===== src/rtl/sigma_tile_pkg.sv =====
// Shared widths for the tile memory bus and the router's tag-width helper.
package sigma_tile_pkg;

  localparam int MEM_AW  = 32;
  localparam int MEM_DW  = 32;
  localparam int MEM_BEW = 4;

  // Tag width must also encode the error target, which sits one past the last slave.
  function automatic int tag_width(input int num_slaves);
    return $clog2(num_slaves + 1);
  endfunction

endpackage


===== src/rtl/mem_router_tag_fifo.sv =====
// In-order FIFO of read-target tags, with a copy of the most recently pushed tag.
module mem_router_tag_fifo #(
  parameter int DEPTH = 4,
  parameter int WIDTH = 2,
  localparam int CW = $clog2(DEPTH + 1)
) (
  input  logic             clk_i,
  input  logic             rst_i,
  input  logic             push,
  input  logic [WIDTH-1:0] push_data,
  input  logic             pop,
  output logic [WIDTH-1:0] head,
  output logic [WIDTH-1:0] last,
  output logic             full,
  output logic             empty,
  output logic [CW-1:0]    count
);

  localparam int PW = (DEPTH > 1) ? $clog2(DEPTH) : 1;

  logic [WIDTH-1:0] mem_reg [DEPTH];
  logic [PW-1:0]    rd_ptr_reg;
  logic [PW-1:0]    wr_ptr_reg;
  logic [CW-1:0]    count_reg;
  logic [WIDTH-1:0] last_reg;
  logic             do_push;
  logic             do_pop;

  function automatic logic [PW-1:0] ptr_inc(input logic [PW-1:0] p);
    return (32'(p) == DEPTH - 1) ? '0 : p + 1'b1;
  endfunction

  assign full    = (32'(count_reg) == DEPTH);
  assign empty   = (count_reg == '0);
  assign count   = count_reg;
  assign last    = last_reg;
  assign do_push = push && !full;
  assign do_pop  = pop && !empty;

  // Head is read combinationally so an error-target response can fire the cycle after its ack.
  assign head = mem_reg[rd_ptr_reg];

  always_ff @(posedge clk_i) begin
    if (rst_i) begin
      rd_ptr_reg <= '0;
      wr_ptr_reg <= '0;
      count_reg  <= '0;
      last_reg   <= '0;
    end else begin
      if (do_push) begin
        wr_ptr_reg <= ptr_inc(wr_ptr_reg);
        last_reg   <= push_data;
      end
      if (do_pop) begin
        rd_ptr_reg <= ptr_inc(rd_ptr_reg);
      end
      if (do_push && !do_pop) begin
        count_reg <= count_reg + 1'b1;
      end else if (!do_push && do_pop) begin
        count_reg <= count_reg - 1'b1;
      end
    end
  end

  always_ff @(posedge clk_i) begin
    if (do_push) begin
      mem_reg[wr_ptr_reg] <= push_data;
    end
  end

endmodule


===== src/rtl/mem_router_1mns.sv =====
// One-master / N-slave split-transaction bus router with in-order read return
// and an internal error target for unmapped addresses.
module mem_router_1mns
  import sigma_tile_pkg::*;
#(
  parameter int                NUM_SLAVES      = 4,
  parameter int                SEL_MSB         = 31,
  parameter int                SEL_LSB         = 30,
  parameter int                MAX_OUTSTANDING = 4,
  parameter logic [MEM_DW-1:0] ERR_RDATA       = 32'hDEADBEEF
) (
  input  logic                          clk_i,
  input  logic                          rst_i,
  input  logic                          m_req_i,
  input  logic                          m_we_i,
  input  logic [MEM_AW-1:0]             m_addr_i,
  input  logic [MEM_BEW-1:0]            m_be_i,
  input  logic [MEM_DW-1:0]             m_wdata_i,
  output logic                          m_ack_o,
  output logic                          m_resp_o,
  output logic [MEM_DW-1:0]             m_rdata_o,
  output logic [NUM_SLAVES-1:0]         s_req_o,
  output logic [NUM_SLAVES-1:0]         s_we_o,
  output logic [MEM_AW*NUM_SLAVES-1:0]  s_addr_o,
  output logic [MEM_BEW*NUM_SLAVES-1:0] s_be_o,
  output logic [MEM_DW*NUM_SLAVES-1:0]  s_wdata_o,
  input  logic [NUM_SLAVES-1:0]         s_ack_i,
  input  logic [NUM_SLAVES-1:0]         s_resp_i,
  input  logic [MEM_DW*NUM_SLAVES-1:0]  s_rdata_i,
  output logic                          err_unexp_resp_o
);

  localparam int            IW      = tag_width(NUM_SLAVES);
  localparam int            CW      = $clog2(MAX_OUTSTANDING + 1);
  localparam logic [IW-1:0] ERR_TGT = IW'(NUM_SLAVES);

  logic [IW-1:0]         sel_tgt;
  logic [IW-1:0]         head_tgt;
  logic [IW-1:0]         pend_tgt;
  logic [CW-1:0]         fifo_cnt;
  logic                  fifo_full;
  logic                  fifo_empty;
  logic                  go;
  logic                  tgt_err;
  logic                  push;
  logic [NUM_SLAVES-1:0] fwd;
  logic [NUM_SLAVES-1:0] ack_vec;
  logic [NUM_SLAVES-1:0] unexp_vec;
  logic                  err_unexp_reg;

  always_comb begin
    sel_tgt = ERR_TGT;
    if (32'(m_addr_i[SEL_MSB:SEL_LSB]) < NUM_SLAVES) begin
      sel_tgt = IW'(m_addr_i[SEL_MSB:SEL_LSB]);
    end
  end

  assign tgt_err = (sel_tgt == ERR_TGT);

  // Switching target only after all reads drain keeps responses in issue order.
  assign go = m_req_i
           && (fifo_cnt == '0 || sel_tgt == pend_tgt)
           && (m_we_i || !fifo_full);

  for (genvar gi = 0; gi < NUM_SLAVES; gi++) begin : g_slave
    localparam logic [IW-1:0] IDX = IW'(gi);
    assign fwd[gi]                               = go && (sel_tgt == IDX);
    assign s_req_o[gi]                           = fwd[gi];
    assign s_we_o[gi]                            = fwd[gi] & m_we_i;
    assign s_addr_o[gi*MEM_AW +: MEM_AW]         = fwd[gi] ? m_addr_i  : '0;
    assign s_be_o[gi*MEM_BEW +: MEM_BEW]         = fwd[gi] ? m_be_i    : '0;
    assign s_wdata_o[gi*MEM_DW +: MEM_DW]        = fwd[gi] ? m_wdata_i : '0;
    assign ack_vec[gi]                           = fwd[gi] & s_ack_i[gi];
    assign unexp_vec[gi] = s_resp_i[gi] && (fifo_empty || head_tgt != IDX);
  end

  assign m_ack_o = go && (tgt_err || (|ack_vec));
  assign push    = m_req_i && m_ack_o && !m_we_i;

  always_comb begin
    m_resp_o  = 1'b0;
    m_rdata_o = '0;
    if (!fifo_empty) begin
      if (head_tgt == ERR_TGT) begin
        m_resp_o  = 1'b1;
        m_rdata_o = ERR_RDATA;
      end else begin
        for (int k = 0; k < NUM_SLAVES; k++) begin
          if (head_tgt == IW'(k)) begin
            m_resp_o  = s_resp_i[k];
            m_rdata_o = s_rdata_i[k*MEM_DW +: MEM_DW];
          end
        end
      end
    end
  end

  mem_router_tag_fifo #(
    .DEPTH (MAX_OUTSTANDING),
    .WIDTH (IW)
  ) u_tag_fifo (
    .clk_i     (clk_i),
    .rst_i     (rst_i),
    .push      (push),
    .push_data (sel_tgt),
    .pop       (m_resp_o),
    .head      (head_tgt),
    .last      (pend_tgt),
    .full      (fifo_full),
    .empty     (fifo_empty),
    .count     (fifo_cnt)
  );

  always_ff @(posedge clk_i) begin
    if (rst_i) begin
      err_unexp_reg <= 1'b0;
    end else if (|unexp_vec) begin
      err_unexp_reg <= 1'b1;
    end
  end

  assign err_unexp_resp_o = err_unexp_reg;

endmodule


===== config.mk =====
export PLATFORM = sky130hd
export DESIGN_NAME = mem_router_1mns
export DESIGN_NICKNAME = d
export VERILOG_FILES = /design/src/rtl/sigma_tile_pkg.sv /design/src/rtl/mem_router_tag_fifo.sv /design/src/rtl/mem_router_1mns.sv
export SDC_FILE = /design/constraint.sdc
export NUM_CORES = 1
export LEC_CHECK = 0
export BUFFER_PORTS_ARGS = -buffer_cell sky130_fd_sc_hd__buf_4
export CAP_MARGIN = 25
export CORE_AREA = 5 5 200 202
export DETAILED_ROUTE_END_ITERATION = 10
export DIE_AREA = 0 0 205 207
export GPL_ROUTABILITY_DRIVEN = 0
export GPL_TIMING_DRIVEN = 0
export SKIP_LAST_GASP = 1
export SLEW_MARGIN = 10
export SYNTH_ARGS = -nofsm -noshare
export SYNTH_HDL_FRONTEND = slang
export SYNTH_SLANG_ARGS = --single-unit
export TNS_END_PERCENT = 50

===== constraint.sdc =====
create_clock -name clk_i -period 3 [get_ports clk_i]
set_input_delay 0.45 -clock clk_i [delete_from_list [all_inputs] [get_ports clk_i]]
set_output_delay 0.45 -clock clk_i [all_outputs]
set_load 0.01 [all_outputs]

---- Yosys cells after proc, flatten, opt, wreduce, memory -nomap -nowiden ----
Memory sizes are Yosys's and may differ from the RTL's. A register that Yosys moved wholly into a read port is not among the register bits.
Cells that the tools add are included.
operators by class
  add/sub/neg operators ................... 4
  equality and inequality tests ........... 14
  multiplexer cells ....................... 32
  bitwise operators ....................... 8
  reductions and logical operators ........ 35
operator list
  operator               count
  $mux W32               14
  $logic_and A1 B1 Y1    17
  $mux W4                4
  $logic_not A3 Y1       3
  $and A1 B1 Y1          8
  $eq A2 B2 Y1 const B   4
  $mux W1                8
  $mux W2                4
  $reduce_or A4 Y1       2
  $eq A3 B2 Y1 const B   2
  $eq A3 B3 Y1 const B   2
  $logic_or A1 B1 Y1     6
  $mux W3                2
  $ne A3 B2 Y1 const B   2
  $logic_not A1 Y1       5
  $add A2 B1 Y2 const B  2
  $add A3 B1 Y3 const B  1
  $eq A3 B1 Y1 const B   1
  $ne A3 B1 Y1 const B   1
  $reduce_bool A3 Y1     1
  $sub A3 B1 Y3 const B  1
  $eq A2 B1 Y1 const B   1
  $eq A2 B2 Y1           1
  $reduce_bool A2 Y1     1
word-level totals
  register bits ........................... 10
  bits in writable memories ............... 8
  bits of input ports ..................... 208
  output and inout bits ................... 315
  logic and storage cells ................. 99
  memories kept ........................... 1
memories
  memory              depth  bits a word  read ports  clocked after memory_dff  wr ports  line                       text
  u_tag_fifo.mem_reg  4      2            1           1                         1         mem_router_tag_fifo.sv:21  logic [WIDTH-1:0] mem_reg [DEPTH];

---- Logic depth before layout (Yosys ltp) ----
Gate-level depths: netlist (run 1).
  depth after elaboration ................. 15
  depth in mapped cells ................... 10
  mapped depth without buffers ............ 9

---- Hierarchy ----
Synthesis (run 1) repeated with hierarchy kept, for this count alone.
unflattened totals
  cell total of the unflattened synthesis .. 582
  area, all modules ....................... 5273.8 um^2
by module, submodules not included
  module               times used  cells an instance  area each (um^2)  sequential area each (um^2)
  mem_router_1mns      1           504                4216.5            20.0
  mem_router_tag_fifo  1           78                 1057.3            600.6

---- Worst setup path before layout (run 1) ----
No wires, ideal clock.
  kind .................................... reg2reg
  from .................................... register with a tool-made name
  to ...................................... register u_tag_fifo.count_reg[2] (netlist: u_tag_fifo.count[2])
  setup time .............................. 70 ps
  arrival ................................. 2519 ps
  data required time ...................... 2930 ps
  slack ................................... 410 ps
  cell stages (with the launch flop) ...... 11
  path buffers ............................ 1
  clock period less this slack ............ 2590 ps
  cell sequence ........................... dfxtp_1 mux4_2 buf_6 mux2i_1 o22a_2 ha_1 inv_1 fa_1 xor2_1 or3_1 a21oi_1
RTL lines
  what                    line                       text
  end signal: assignment  mem_router_tag_fifo.sv:58  count_reg <= count_reg + 1'b1;
  end signal: assignment  mem_router_tag_fifo.sv:60  count_reg <= count_reg - 1'b1;
  end: declaration        mem_router_tag_fifo.sv:24  logic [CW-1:0] count_reg;

==> impl_metrics.json, run 1 <==
{
  "fin_crit_sh_pct": 95.7,
  "ant_nets": 0,
  "slew_headroom_pct": 58.3,
  "cp-end-kind": "output pin",
  "power_density_mw_per_mm2": 394,
  "startpoint_type": "flip-flop",
  "cts_hold_buf": 0,
  "dp_cells": 1518,
  "syn_area_sq_mm": 0.00400,
  "maxCapViolCount": 0,
  "fin_ws_ns": 0.129,
  "worstMarginPinSlew_ns": 0.625,
  "final_cell_area_sq_mm": 0.00880,
  "async_reset_ff_share_pct": 0,
  "critPathMaxStageDelay_ns": 0.55,
  "slew_violations": 0,
  "final_layout_size_suffix_gt1_share_pct": 60.2,
  "cp.required_ns": 2.55,
  "die_x_microns": 205,
  "timing.hold.ws_ns": 0.439,
  "clock_skew_ns": 0.00110,
  "die_h_microns": 207,
  "ys_ff_latch": 20,
  "hp-class": "in -> reg",
  "io-pin-count": 523,
  "cts_buffer_depth": 2,
  "wl_per_cell_microns": 17.8,
  "drt_iter0_drc": 260,
  "cts_buffers": 3,
  "synthFlopType": "dfxtp_1",
  "path_cells": "mux4_1 -> buf_2 -> clkbuf_1 -> mux4_2 -> and2_1 -> buf_4",
  "p_total_mw": 3.47,
  "grt_overflow": 0,
  "core_area_sq_mm": 0.0381,
  "fin_crit_ns": 2.87,
  "ir_worst_vdd_uv": 305,
  "pre_cts_slack_ns": -0.760,
  "post-dp-hpwl_microns": 23700,
  "post-route-util_pct": 23.1,
  "drt_pre_antenna_iters": 4,
  "core.rowCount": 72,
  "area_growth_pct": 120,
  "hold_viol_final": 0,
  "port_buffers": 518,
  "critPathKind": "reg -> out",
  "nets": 1226,
  "fp.dieArea_sq_mm": 0.0424,
  "largest_register_ffs": 8,
  "grt_pass1_vias": 5979,
  "critPathBufInv": 3,
  "fmax_mhz": 348,
  "p_leak_nw": 4.48,
  "drc": 0,
  "avgSynthCellArea_sq_um": 8.36,
  "avgViaCountPerCell": 3.70,
  "initial_core_util_pct": 10.5,
  "postSynthCellCount": 479,
  "layout.cells.non_filler": 1529,
  "setup_viol": 0,
  "yosysSeqAreaShare_pct": 12.0,
  "cts_tree": "built",
  "fin_tns_setup_ns": 0,
  "grt_max_degree": 12,
  "clk-insertion-delay-late_ns": 0.25,
  "synth_edf_count": 8,
  "ys_warn_count": 0,
  "grt_use_total_pct": 11.8,
  "h-tree-depth": 1,
  "dpl_cell_area_sq_mm": 0.00855,
  "critical-path-slowest-cell": "mux4_1",
  "antenna_found_initial": 8,
  "yosys.cell_types.count": 50,
  "path_clk_slew_ns": 0.05,
  "root_buffer": "clkbuf_16",
  "worstPathMaxFanout": 10,
  "vias": 5657,
  "grt_setup_unrepaired": "no",
  "wl_microns": 27200,
  "cpLargestDelayFamily": "multiplexers",
  "critPathArrivalTime_ns": 2.42,
  "cts_sinks": 20,
  "run_status": "finished clean",
  "grt_pass1_wl_microns": 38600
}
-- synthesized netlist by cell type, types with 2 or more instances --
library cell	number	area [sq um]
mux4_2	34	766
nor4b_2	2	30.0
a21oi_1	6	30.0
nor4bb_1	2	20.0
and3_1	4	25.0
edfxtp_1	8	240
nand3_1	4	20.0
o21ai_0	5	25.0
clkbuf_1	24	90.1
nand2b_1	4	25.0
nor2_1	3	11.3
dfxtp_1	12	240
and2_1	300	1880
or3_1	2	12.5
mux2i_1	4	40.0
buf_4	5	37.5
buf_12	2	40.0
a31oi_1	2	12.5
clkbuf_2	10	50.1
nor4b_1	2	17.5
ha_1	6	75.1
xor2_1	2	17.5
buf_2	6	30.0
inv_1	4	15.0
-- path summary, 6_finish.rpt --
path                                         start  depth (start not counted)                                    end  slack, ns
min                                   m_addr_i[31]                          1     u_tag_fifo.mem_reg[2][1]$_DFFE_PP_       0.44
max reg2reg                              flip-flop                         10       u_tag_fifo.count[2]$_SDFFE_PP0P_       0.18
max                                      flip-flop                          6                          m_rdata_o[16]       0.13
min reg2reg  u_tag_fifo.rd_ptr_reg[1]$_SDFFE_PP0P_                          2  u_tag_fifo.rd_ptr_reg[1]$_SDFFE_PP0P_       0.51
-- area by class of cell --
cell class,instances,area (sq um)
Fill cell,4232,29300
Antenna cell,1,2.50
Buffer,48,290
Inverter,4,15.0
Timing Repair Buffer,524,3950
Tap cell,518,648
Clock buffer,4,88.8
Sequential cell,20,480
Multi-Input combinational cell,410,3330
-- logic make-up after synthesis --
logic type / Yosys count / share of synthesized area, %
xor+xnor: 4 / 1.06
compound gates: 20 / 3.19
flops: 20 / 12.0
other cells: 1 / 0.0937
simple gates: 335 / 53.3
mux: 40 / 21.2
buf+inv: 52 / 6.85
fa+ha+maj: 7 / 2.38
-- layer usage --
layer  wire [microns]  global-route usage (%)
met2            15000                    24.0
met1             8790                    11.5
met5               63                       0
met4              412                    1.85
met3             2920                    3.82
-- what timing repair did --
item	in CTS	in global routing
gates resized for setup	11	21
cloned	0	0
pin swaps	3	2
endpoints found under the setup margin	213	236
setup buffers	4	2
-- where the power goes --
group	switching, mW	leakage, nW	internal, mW
clock network	0.0986	0.0442	0.203
logic	1.36	4.27	1.45
registers	0.0454	0.170	0.319
total	1.50	4.48	1.97
-- cell usage in the layout (no fill, tap or decap), types with 5 or more instances in the layout --
cell type	Yosys	layout
dfxtp_1	12	12
clkbuf_2	10	16
buf_4	5	529
ha_1	6	6
clkbuf_1	24	15
and2_1	300	300
o21ai_0	5	5
mux4_2	34	34
a21oi_1	6	6
buf_2	6	5
edfxtp_1	8	8
(Power assumes the default switching activity.)
==> run 2, diff against run 1 <==
--- a/config.mk
+++ b/config.mk
@@ -7,9 +7,9 @@
 export LEC_CHECK = 0
 export BUFFER_PORTS_ARGS = -buffer_cell sky130_fd_sc_hd__buf_4
 export CAP_MARGIN = 25
-export CORE_AREA = 5 5 200 202
+export CORE_AREA = 3 3 203 205
 export DETAILED_ROUTE_END_ITERATION = 10
-export DIE_AREA = 0 0 205 207
+export DIE_AREA = 0 0 206 208
 export GPL_ROUTABILITY_DRIVEN = 0
 export GPL_TIMING_DRIVEN = 0
 export SKIP_LAST_GASP = 1
==> constraint.sdc (replaced) <==
create_clock -name clk_i -period 3.5 [get_ports clk_i]
set_input_delay 0.525 -clock clk_i [delete_from_list [all_inputs] [get_ports clk_i]]
set_output_delay 0.525 -clock clk_i [all_outputs]
set_load 0.01 [all_outputs]
==> run 2 against run 1 <==
- setup slack better by 0.0081 ns
- sequential share of layout area is 0.081 points higher
- routed wire length fell by 1.2%
- hold slack gained 0.055 ns
- cell area decreased by 1.5%
- die area grew 0.97%
- largest cell class unchanged
- largest power group unchanged
- highest routed layer unchanged
==> impl_metrics.json, run 2 (same netlist as run 1, synthesis figures left out) <==
{
  "clk-insertion-delay-late_ns": 0.26,
  "slew_violations": 0,
  "grt_setup_unrepaired": "yes",
  "nets": 1220,
  "initial_core_util_pct": 10.1,
  "io-pin-count": 523,
  "drt_iter0_drc": 191,
  "port_buffers": 518,
  "post_cts_buffers": 0,
  "critPathArrivalTime_ns": 2.84,
  "grt_pass1_vias": 5790,
  "fp.dieArea_sq_mm": 0.0428,
  "final_layout_size_suffix_gt1_share_pct": 59.1,
  "cp_common_cell": "clkbuf_2",
  "maxCapViolCount": 0,
  "fin_crit_sh_pct": 96.1,
  "critical-path-slowest-cell": "nor4b_2",
  "fmax_mhz": 297,
  "post-dp-hpwl_microns": 23900,
  "final_cell_mix": "buf_4, and2_1, mux4_2, clkbuf_1, dfxtp_1",
  "cp.required_ns": 2.97,
  "critPathKind": "reg -> out",
  "cts_buffers": 3,
  "drt_pre_antenna_iters": 4,
  "grt_overflow": 0,
  "die_x_microns": 206,
  "ir_worst_vdd_uv": 178,
  "cp-end-kind": "output pin",
  "root_buffer": "clkbuf_16",
  "antenna_found_initial": 5,
  "path_clk_slew_ns": 0.06,
  "fin_crit_ns": 3.36,
  "ant_nets": 0,
  "p_total_mw": 2.95,
  "cts_tree": "built",
  "wl_per_cell_microns": 17.6,
  "wl_microns": 26900,
  "timing.hold.ws_ns": 0.494,
  "drc": 0,
  "hp-class": "reg -> reg",
  "fillers": 4420,
  "critPathMaxStageDelay_ns": 0.56,
  "cts_sinks": 20,
  "power_density_mw_per_mm2": 340,
  "startpoint_type": "flip-flop",
  "cts_resized": 2,
  "p_leak_nw": 4.41,
  "post-route-util_pct": 21.9,
  "layout_commonest_cell": "buf_4",
  "core_area_sq_mm": 0.0396,
  "clock_skew_ns": 0.00331,
  "h-tree-depth": 1,
  "hold_viol_final": 0,
  "path_cells": "nor3_2 -> a21oi_2 -> nor4b_2 -> clkbuf_2 -> clkbuf_2 -> and2_1 -> buf_4",
  "run_status": "finished clean",
  "worstPathMaxFanout": 10,
  "die_h_microns": 208,
  "largest_register_ffs": 8,
  "grt_pass1_wl_microns": 36700,
  "grt_max_degree": 13,
  "setup_viol": 0,
  "avgViaCountPerCell": 3.58,
  "cts_buffer_depth": 2,
  "slew_headroom_pct": 55.2,
  "vias": 5485,
  "core.rowCount": 73,
  "cts_hold_buf": 0,
  "grt_use_total_pct": 11.4,
  "worstMarginPinSlew_ns": 0.672,
  "area_growth_pct": 117
}
[run 2: cell count changes in the layout (fill, tap and decap cells not counted), sizes merged]
cell,delta
buf,-6
bufinv,+1
clkbuf,-1
[run 2: layout make-up]
| cell class | count | area (sq um) | share of cell area, % |
|---|---|---|---|
| timing repair buffer | 518 | 3890 | 44.8 |
| multi-input combinational | 410 | 3260 | 37.6 |
| tap | 525 | 657 | 7.57 |
| sequential | 20 | 480 | 5.54 |
| buffer | 48 | 264 | 3.04 |
| clock buffer | 3 | 75.1 | 0.866 |
| clock inverter | 1 | 30.0 | 0.346 |
| inverter | 4 | 15.0 | 0.173 |
| antenna | 1 | 2.50 | 0.0289 |
[run 2: path summary, 6_finish.rpt]
check	startpoint	to	slack (ns)	depth (start not counted)
hold reg to reg	u_tag_fifo.last[1]$_SDFFE_PP0P_	u_tag_fifo.last[1]$_SDFFE_PP0P_	0.49	2
setup reg to reg	flip-flop	u_tag_fifo.count[2]$_SDFFE_PP0P_	0.62	10
hold / removal	u_tag_fifo.last[1]$_SDFFE_PP0P_	u_tag_fifo.last[1]$_SDFFE_PP0P_	0.49	2
setup / recovery	u_tag_fifo.count[0]$_SDFFE_PP0P_	s_wdata_o[53]	0.14	7
[run 2: metrics by stage]
stage                     cell area [sq um]  setup slack [ns]  setup TNS (ns)  cells
after floorplan                        4010             0.910               0    482
after global routing                   8670            -0.129           -4.97   1529
after global placement                 8560            -0.124           -2.22   1525
after CTS                              8670           0.00980               0   1529
final                                  8670             0.137               0   1530
after detailed placement               8560            -0.199           -3.55   1525
[run 2: per-layer routing]
layer / wire length, microns / global-route usage (%)
met1: 8950 / 11.2
met3: 2390 / 2.49
met5: 13 / 0
met4: 516 / 2.29
met2: 15000 / 24.0
[run 2: power breakdown]
| part | internal [mW] | switching [mW] |
|---|---|---|
| Combinational | 1.21 | 1.12 |
| Sequential | 0.273 | 0.0323 |
| Clock | 0.227 | 0.0915 |
[run 2: critical path, delay by kind of cell (launching register included)]
family	cells	cell delay [ns]
AOI/OAI and AO/OA	1	0.20
DFF	1	0.37
and+or+nand+nor	3	1.17
buffers and inverters	3	0.83
